===== config.mk =====
export PLATFORM = sky130hd
export DESIGN_NAME = uart_operand_collector
export DESIGN_NICKNAME = d
export VERILOG_FILES = /design/src/rtl/uart_operand_collector_pkg.sv /design/src/rtl/operand_shift_reg.sv /design/src/rtl/uart_operand_collector.sv
export SDC_FILE = /design/constraint.sdc
export NUM_CORES = 2
export LEC_CHECK = 0
export ABC_AREA = 1
export CAP_MARGIN = 40
export CORE_AREA = 2 2 400 402
export DETAILED_ROUTE_END_ITERATION = 10
export DIE_AREA = 0 0 402 404
export PLACE_DENSITY = 0.48
export SYNTH_ARGS = -nofsm -noshare
export SYNTH_HDL_FRONTEND = slang
export SYNTH_SLANG_ARGS = --single-unit
export TNS_END_PERCENT = 20

===== constraint.sdc =====
create_clock -name iClk -period 1.7 [get_ports iClk]
set_input_delay 0.34 -clock iClk [delete_from_list [all_inputs] [get_ports iClk]]
set_output_delay 0.34 -clock iClk [all_outputs]
set_load 0.05 [all_outputs]

===== src/rtl/uart_operand_collector_pkg.sv =====
// Shared definitions for the UART operand collector and its neighbours on the adder datapath.
package uart_operand_collector_pkg;

    localparam int unsigned DEFAULT_OPERAND_WIDTH = 512;

    typedef enum logic [1:0] {
        sRX_A = 2'b00,
        sRX_B = 2'b01,
        sHOLD = 2'b10
    } collectorState_t;

endpackage


===== src/rtl/operand_shift_reg.sv =====
// Byte-wide shift register; the first byte shifted in ends up most significant.
module operand_shift_reg #(
    parameter int unsigned WIDTH = 512
) (
    input  logic             iClk,
    input  logic             iRst,
    input  logic             iLoad,
    input  logic [7:0]       iByte,
    output logic [WIDTH-1:0] oData
);

    always_ff @(posedge iClk) begin
        if (iRst) begin
            oData <= '0;
        end else if (iLoad) begin
            oData <= {oData[WIDTH-9:0], iByte};
        end
    end

endmodule


===== src/rtl/uart_operand_collector.sv =====
// Assembles operands A then B from the UART byte stream and offers them to the adder
// with a valid/ready handshake; partial frames are dropped after an inter-byte timeout.
module uart_operand_collector
    import uart_operand_collector_pkg::*;
#(
    parameter int unsigned OPERAND_WIDTH = DEFAULT_OPERAND_WIDTH,
    parameter int unsigned TIMEOUT_CLKS  = 12_500_000
) (
    input  logic                     iClk,
    input  logic                     iRst,
    input  logic [7:0]               iRxByte,
    input  logic                     iRxDone,
    output logic [OPERAND_WIDTH-1:0] oOpA,
    output logic [OPERAND_WIDTH-1:0] oOpB,
    output logic                     oOpValid,
    input  logic                     iOpReady,
    output logic                     oBusy,
    output logic                     oOverrun,
    output logic                     oTimeout
);

    localparam int unsigned BYTES_PER_OP = OPERAND_WIDTH / 8;
    localparam int unsigned BC_W         = $clog2(BYTES_PER_OP);
    localparam int unsigned TO_W         = $clog2(TIMEOUT_CLKS);

    collectorState_t state;
    logic [BC_W-1:0] byteCnt;
    logic [TO_W-1:0] toCnt;

    logic loadA;
    logic loadB;
    logic lastByte;
    logic toTerm;

    assign loadA    = (state == sRX_A) && iRxDone;
    assign loadB    = (state == sRX_B) && iRxDone;
    assign lastByte = (byteCnt == BC_W'(BYTES_PER_OP - 1));
    assign toTerm   = (toCnt == TO_W'(TIMEOUT_CLKS - 1));
    // Between A and B the byte count is 0 but the frame is still partial.
    assign oBusy    = (byteCnt != '0) || (state == sRX_B);

    always_ff @(posedge iClk) begin
        if (iRst) begin
            state    <= sRX_A;
            byteCnt  <= '0;
            toCnt    <= '0;
            oOpValid <= 1'b0;
            oOverrun <= 1'b0;
            oTimeout <= 1'b0;
        end else begin
            oOverrun <= (state == sHOLD) && iRxDone;
            oTimeout <= 1'b0;
            case (state)
                sRX_A, sRX_B: begin
                    if (iRxDone) begin
                        // A byte on the terminal count wins over the timeout.
                        toCnt <= '0;
                        if (lastByte) begin
                            byteCnt <= '0;
                            if (state == sRX_A) begin
                                state <= sRX_B;
                            end else begin
                                state    <= sHOLD;
                                oOpValid <= 1'b1;
                            end
                        end else begin
                            byteCnt <= byteCnt + 1'b1;
                        end
                    end else if (oBusy) begin
                        if (toTerm) begin
                            state    <= sRX_A;
                            byteCnt  <= '0;
                            toCnt    <= '0;
                            oTimeout <= 1'b1;
                        end else begin
                            toCnt <= toCnt + 1'b1;
                        end
                    end
                end
                sHOLD: begin
                    if (iOpReady) begin
                        state    <= sRX_A;
                        oOpValid <= 1'b0;
                    end
                end
                default: begin
                    state    <= sRX_A;
                    byteCnt  <= '0;
                    toCnt    <= '0;
                    oOpValid <= 1'b0;
                end
            endcase
        end
    end

    operand_shift_reg #(
        .WIDTH (OPERAND_WIDTH)
    ) uOpA (
        .iClk  (iClk),
        .iRst  (iRst),
        .iLoad (loadA),
        .iByte (iRxByte),
        .oData (oOpA)
    );

    operand_shift_reg #(
        .WIDTH (OPERAND_WIDTH)
    ) uOpB (
        .iClk  (iClk),
        .iRst  (iRst),
        .iLoad (loadB),
        .iByte (iRxByte),
        .oData (oOpB)
    );

endmodule


# --- After elaboration in Yosys (flattened, before gate mapping) ---
# Index checks and enable logic that the tools add are counted.
totals:
  input_bits: 12
  ff_bits: 1059
  output_inout_bits: 1028
classes:
  n_eq_ne: 11
  n_mux: 22
  reduce_logical: 12
  bitwise_logic: 3
  n_addsub: 2
ops:
  columns: ["operator", "count"]
  rows:
  - ["two-way mux 24 bit", 3]
  - ["one-hot mux 24 bit (2 select lines)", 1]
  - ["adder 24 x 1 -> 24 bit, second input constant", 1]
  - ["== test 24 bit, second input constant", 1]
  - ["two-way mux 6 bit", 4]
  - ["two-way mux 2 bit", 6]
  - ["one-hot mux 6 bit (2 select lines)", 1]
  - ["!= test 3 bit, second input constant", 3]
  - ["!= test 2 bit, second input constant", 4]
  - ["AND reduction 4 bit", 2]
  - ["adder 6 x 1 -> 6 bit, second input constant", 1]
  - ["== test 6 bit, second input constant", 1]
  - ["nonzero test 6 bit", 1]
  - ["two-way mux 1 bit", 5]
  - ["one-hot mux 2 bit (2 select lines)", 1]
  - ["OR reduction 4 bit", 1]
  - ["logical AND 1 bit", 3]
  - ["NOT 1 bit", 3]
  - ["AND reduction 3 bit", 1]
  - ["== test 2 x 1 -> 1 bit, second input constant", 1]
  - ["== test 2 bit, second input constant", 1]
  - ["zero test 2 bit", 1]
  - ["one-hot mux 1 bit (2 select lines)", 1]
  - ["AND reduction 2 bit", 1]
  - ["2 further kinds", 2]

# --- Logic depth before layout (Yosys ltp) ---
depth:
  word_depth: 5
  mapped_depth: 12
  mapped_depth_nobuf: 11

# --- Cells and area by module ---
# From an unflattened synthesis, not the netlist that was laid out.
unflattened:
  hier_cells: 6811
  area_unflattened_um2: 43580.5
by_module_without_submodules:
  columns: ["module", "area_each_um2", "n_inst", "cells_per_inst"]
  rows:
  - ["operand_shift_reg", 20721.1, 2, 3243]
  - ["uart_operand_collector", 2138.3, 1, 325]

# --- Worst setup path before layout ---
# OpenSTA, ideal clock, no wires.
synth_path:
  kind: "register -> register"
  from: "reg byteCnt[0]"
  to: "reg toCnt[17]"
  period_less_slack_ns: 1.502
  path_slack_ns: 0.198
  setup_time_ns: 0.113
  required_time_ns: 1.587
  n_path_buf: 1
  path_stages_with_launch: 12
  arrival_time_ns: 1.388
  path_cell_list: "dfxtp_1 -> inv_1 -> ha_1 -> nand2_1 -> nor2_1 -> nand3_2 -> nand2_4 -> inv_4 -> nand2_4 -> nand2_2 -> buf_6 -> nor2_1"
synth_between:
  elab_chain_len: 4
synth_rtl:
  columns: ["element", "line_no", "rtl"]
  rows:
  - ["start, declared", "uart_operand_collector.sv:27", "logic [BC_W-1:0] byteCnt;"]
  - ["start signal, assigned", "uart_operand_collector.sv:67", "byteCnt <= byteCnt + 1'b1;"]
  - ["nonzero test 6 bit", "uart_operand_collector.sv:40", "assign oBusy = (byteCnt != '0) || (state == sRX_B);"]
  - ["logical OR 1 bit", "uart_operand_collector.sv:40", null]
  - ["!= test 3 bit (no line)", null, null]
  - ["AND reduction 2 bit (no line)", null, null]
  - ["end signal, assigned", "uart_operand_collector.sv:76", "toCnt <= toCnt + 1'b1;"]
  - ["end, declared", "uart_operand_collector.sv:28", "logic [TO_W-1:0] toCnt;"]
# No other way between the ends.
# A chain may end at the register's enable or synchronous reset.

# --- Final worst setup path ---
layout_path:
  from: "reg byteCnt[3]"
  to: "out oBusy"
layout_between:
  elab_chain_len: 2
layout_rtl:
  columns: ["element", "line_no", "rtl"]
  rows:
  - ["nonzero test 6 bit", "uart_operand_collector.sv:40", null]
  - ["logical OR 1 bit", "uart_operand_collector.sv:40", null]
  - ["end, declared", "uart_operand_collector.sv:17", "output logic oBusy,"]
# No other way between the ends.

==> reports/results.txt <==
Counting every sink on the clock net gives 1059. The endpoint arrival time on the critical path was 1.65 ns. Summed over all instances, the cell type with the most area after synthesis is sky130_fd_sc_hd__dfxtp_1.

TritonCTS built the clock tree. Clock-pin slew was measured on the worst setup and hold paths at 0.06 ns. After filler insertion, the fill cell instance count of the layout stands at 16179.

The run finished, with violations left. For the total number of vias, the log shows 35872. The tools report the initial antenna violation count as 2.

Of all nets on the critical path, the largest fanout is 5. The run gives -1.07 ns as the total negative slack for setup checks. Counting cells, the worst reg-to-reg path comes to 8. The tools report the capturing element type of the critical path as an output pin. The final number of setup-violating endpoints was 34.

In this run, distinct cell masters in the synthesized netlist total 32. The depth of the worst hold-timing path is 3. The count of flip-flops with a built-in enable after synthesis is 0, and the mean instance size in the synthesized netlist is 7.77 sq um. Compared with the post-synthesis result, the final layout area differs by 59.9%. Counting along the longest clock path gives a buffer depth of 3.

The worst setup path is launched from a register. The largest single stage delay on the critical path is 0.43 ns. Clock tree synthesis selected as its root buffer the cell sky130_fd_sc_hd__clkbuf_16. Hold is met by 0.245 ns. The repair_antennas step left the layout with diodes totalling 0.

For this configuration, the core starts out at a cell density of 23.3%. The tool flagged a number of max-cap violations equal to 0. The mapped cell area is 36800 sq um, and the number of buffers inserted by port buffering is 1039. The die covers 162000 sq um. Final period utilization: 117%. The type of the worst setup path is reg -> out.

In this run the power density over the cells is 1200 nW/um^2. Half-perimeter wire length after detailed placement: 115000 um. The tools report the maximum level of the CTS H-tree as 3.

The average vias per placed instance is 4.45. IR analysis of the VDD net gives a maximum drop of 0.897 mV. The first routing iteration left 2461 violations. By count the netlist is led by sky130_fd_sc_hd__nor2_1, sky130_fd_sc_hd__dfxtp_1, sky130_fd_sc_hd__o21ai_0, sky130_fd_sc_hd__buf_2, sky130_fd_sc_hd__clkbuf_1. The width of the chip was 402 um; the number of iterations in the first detailed-routing pass was 6. The run gives 33560 as the via count of the first global-routing pass. The final reports fail on setup timing. The run gives 0 as the post-detailed-route DRC marker count. The hold path endpoint is uOpB.oData[0].

The tools report the final critical-path setup slack as -0.286 ns. The Yosys step of the flow raised 0 warnings. The logs give 0 for the number of max-slew violations in the final report and 4745 for the count of mapped cells out of synthesis.

The number of hold violations in the final report was 0; the clock insertion delay at the later pin of the skew report was 0.74 ns. The tools report the area after detailed placement as 49700 sq um. The run gives 0.504 GHz as the peak clock frequency supported by timing. The slowest stage cell on the critical path is sky130_fd_sc_hd__dfxtp_1. The worst register-to-register path ends at uOpB.oData[40].

The startpoint identified for the worst hold timing path is iRxByte[0]. The part of the Yosys area used for sequential elements was 57.5%. The setup slack of the worst register-to-register path was -0.07 ns; the maximum number of pins on one net before global-route repair was 71.

Most used flip-flop cell after synthesis: sky130_fd_sc_hd__dfxtp_1. Startpoint of the worst register-to-register path: state[1]. STA puts the critical path data required time at 1.36 ns.

Setup repair after global routing could not meet its margin everywhere. The worst pin sits at a relative slew slack of 67.0%. The tightest min-delay check is of the in -> reg type. The signal on the critical path passes through inv_1 -> nand3_4 -> nor2_4 -> inv_2 -> buf_12.

The leakage power total is 27.2 nW. Global routing finished with a remaining overflow of 0. The global placement routability congestion was 0.853; the final critical delay including setup and external delays was 1.99 ns.

The fraction of synthesized cell area taken by the top area cell type came out at 57.5%. Row generation in the floorplan step produced 146 rows. Pin placement for this block handled 1040 I/O pins.

The most common cell in the synthesized netlist is sky130_fd_sc_hd__nor2_1. For the pin with the worst max-slew slack, the measured transition is 0.490 ns. The region available for standard cell placement spans 158000 sq um. After routing the design area is 58900 sq um. The synthesized net count is 4760. The final layout contains 5913 nets.

In this run the vertical extent of the chip is 404 um. Counting flops with an async set or reset pin after synthesis yields a share of 0%. Register bit total from synthesis: 1059. The share of post-route cells with drive strength above 1 was 38.3%.

By area the synthesized netlist is led by sky130_fd_sc_hd__dfxtp_1, sky130_fd_sc_hd__nor2_1, sky130_fd_sc_hd__o21ai_0. The number of CTS-inserted buffers was 118. After clock tree synthesis, the flow added hold-fix buffers numbering 0. The logs give 0.0493 ns for the largest clock skew in the final design and 18.4% for the total routing usage reported by global routing. The tools report the overall routed net length as 162000 um.

The tools report the global-route wire length before repair as 228000 um. The per-cell routed wire length is 20.0 um, and the count of nets left with antenna violations after detail routing is 0.
-- critical path, delay by kind of cell, from the launching register on --
kind	cells	cell delay [ns]
buffers and inverters	3	0.32
flip-flops	1	0.43
AND/OR/NAND/NOR	2	0.15
-- kinds of logic after synthesis --
family / count (synthesis) / share of synthesized area, %
simple gates: 2241 / 23.2
flops: 1059 / 57.5
compound gates: 1046 / 14.3
buf+inv: 388 / 4.71
xor+xnor: 8 / 0.190
fa+ha+maj: 3 / 0.102
-- layout by cell type, fill, tap and decap left out, types with 11 or more instances in the layout --
| cell type | synthesis | layout |
|---|---|---|
| sky130_fd_sc_hd__a21oi_1 | 12 | 12 |
| sky130_fd_sc_hd__buf_12 | 0 | 170 |
| sky130_fd_sc_hd__buf_4 | 1 | 573 |
| sky130_fd_sc_hd__buf_6 | 1 | 479 |
| sky130_fd_sc_hd__buf_8 | 0 | 122 |
| sky130_fd_sc_hd__clkbuf_1 | 126 | 22 |
| sky130_fd_sc_hd__clkbuf_16 | 0 | 128 |
| sky130_fd_sc_hd__clkbuf_8 | 0 | 36 |
| sky130_fd_sc_hd__clkdlybuf4s50_1 | 0 | 11 |
| sky130_fd_sc_hd__clkinv_2 | 0 | 22 |
| sky130_fd_sc_hd__dfxtp_1 | 1059 | 402 |
| sky130_fd_sc_hd__dfxtp_2 | 0 | 502 |
| sky130_fd_sc_hd__dfxtp_4 | 0 | 155 |
| sky130_fd_sc_hd__inv_1 | 40 | 37 |
| sky130_fd_sc_hd__nand2_1 | 78 | 77 |
| sky130_fd_sc_hd__nand3_1 | 25 | 22 |
| sky130_fd_sc_hd__nor2_1 | 2109 | 2061 |
| sky130_fd_sc_hd__nor2_2 | 6 | 49 |
| sky130_fd_sc_hd__o21ai_0 | 916 | 914 |
| sky130_fd_sc_hd__o21ai_1 | 112 | 113 |
-- final cells by class --
cell class	instances	area, sq um	area share, %
tap	2072	2590	4.40
timing repair inverter	2	20.0	0.0340
clock buffer	178	3580	6.08
multi-input combinational	3298	14100	24.0
clock inverter	40	502	0.852
timing repair buffer	1371	15500	26.3
sequential	1059	22400	38.0
inverter	48	210	0.357
-- state kept, by name (all words and copies together) (netlist names) --
name and count:
oOverrun 1, toCnt 24, byteCnt 6, uOpB.oData 512, uOpA.oData 512, oTimeout 1, state 2, oOpValid 1
-- through the flow --
| stage | setup slack, ns | std cells | util (%) | power (W) |
|---|---|---|---|---|
| after global placement | -0.784 | 7776 | 31.5 | 0.0430 |
| after floorplan | 0.198 | 4745 | - | 0.0369 |
| after detailed placement | -0.778 | 7776 | 31.5 | 0.0430 |
| final | -0.286 | 8068 | 37.3 | 0.0706 |
| after global routing | -0.389 | 8068 | 37.3 | 0.0733 |
| after CTS | -0.388 | 8046 | 35.9 | 0.0706 |
-- how the worst max path moves through the flow --
stage / from / to / slack, ns / cells after the start
2_1_floorplan: byteCnt[0] / toCnt[17] / 0.20 / 11
3_3_place_gp: iRxDone / uOpA.oData[175] / -0.78 / 10
3_5_place_dp: iRxDone / uOpA.oData[175] / -0.78 / 10
4_1_cts: byteCnt[1] / oBusy / -0.39 / 6
5_1_grt: byteCnt[1] / oBusy / -0.39 / 6
6_report: byteCnt[3] / oBusy / -0.29 / 5
-- metal layers --
| metal | up-vias | track usage, % | routed length (um) |
|---|---|---|---|
| li1 | 17573 | - | - |
| met1 | 17063 | 23.1 | 69700 |
| met2 | 1011 | 30.1 | 75300 |
| met3 | 225 | 5.32 | 10900 |
| met4 | 0 | 6.45 | 5630 |
| met5 | - | 0 | 0 |
-- timing repair --
action / 4_1_cts / 5_1_grt
gates cloned: 0 / 10
buffers inserted: 53 / 12
hold endpoints to repair: 0 / 0
pin swaps: 6 / 7
endpoints found under the setup margin: 978 / 832
gates resized for setup: 939 / 719
-- power breakdown --
part	switching, W	leakage (nW)	internal, W	total, W
logic	0.0102	16.2	0.00525	0.0154
clock network	0.0110	2.02	0.0156	0.0266
registers	0.00193	8.98	0.0267	0.0286
(Power assumes the default switching activity.)
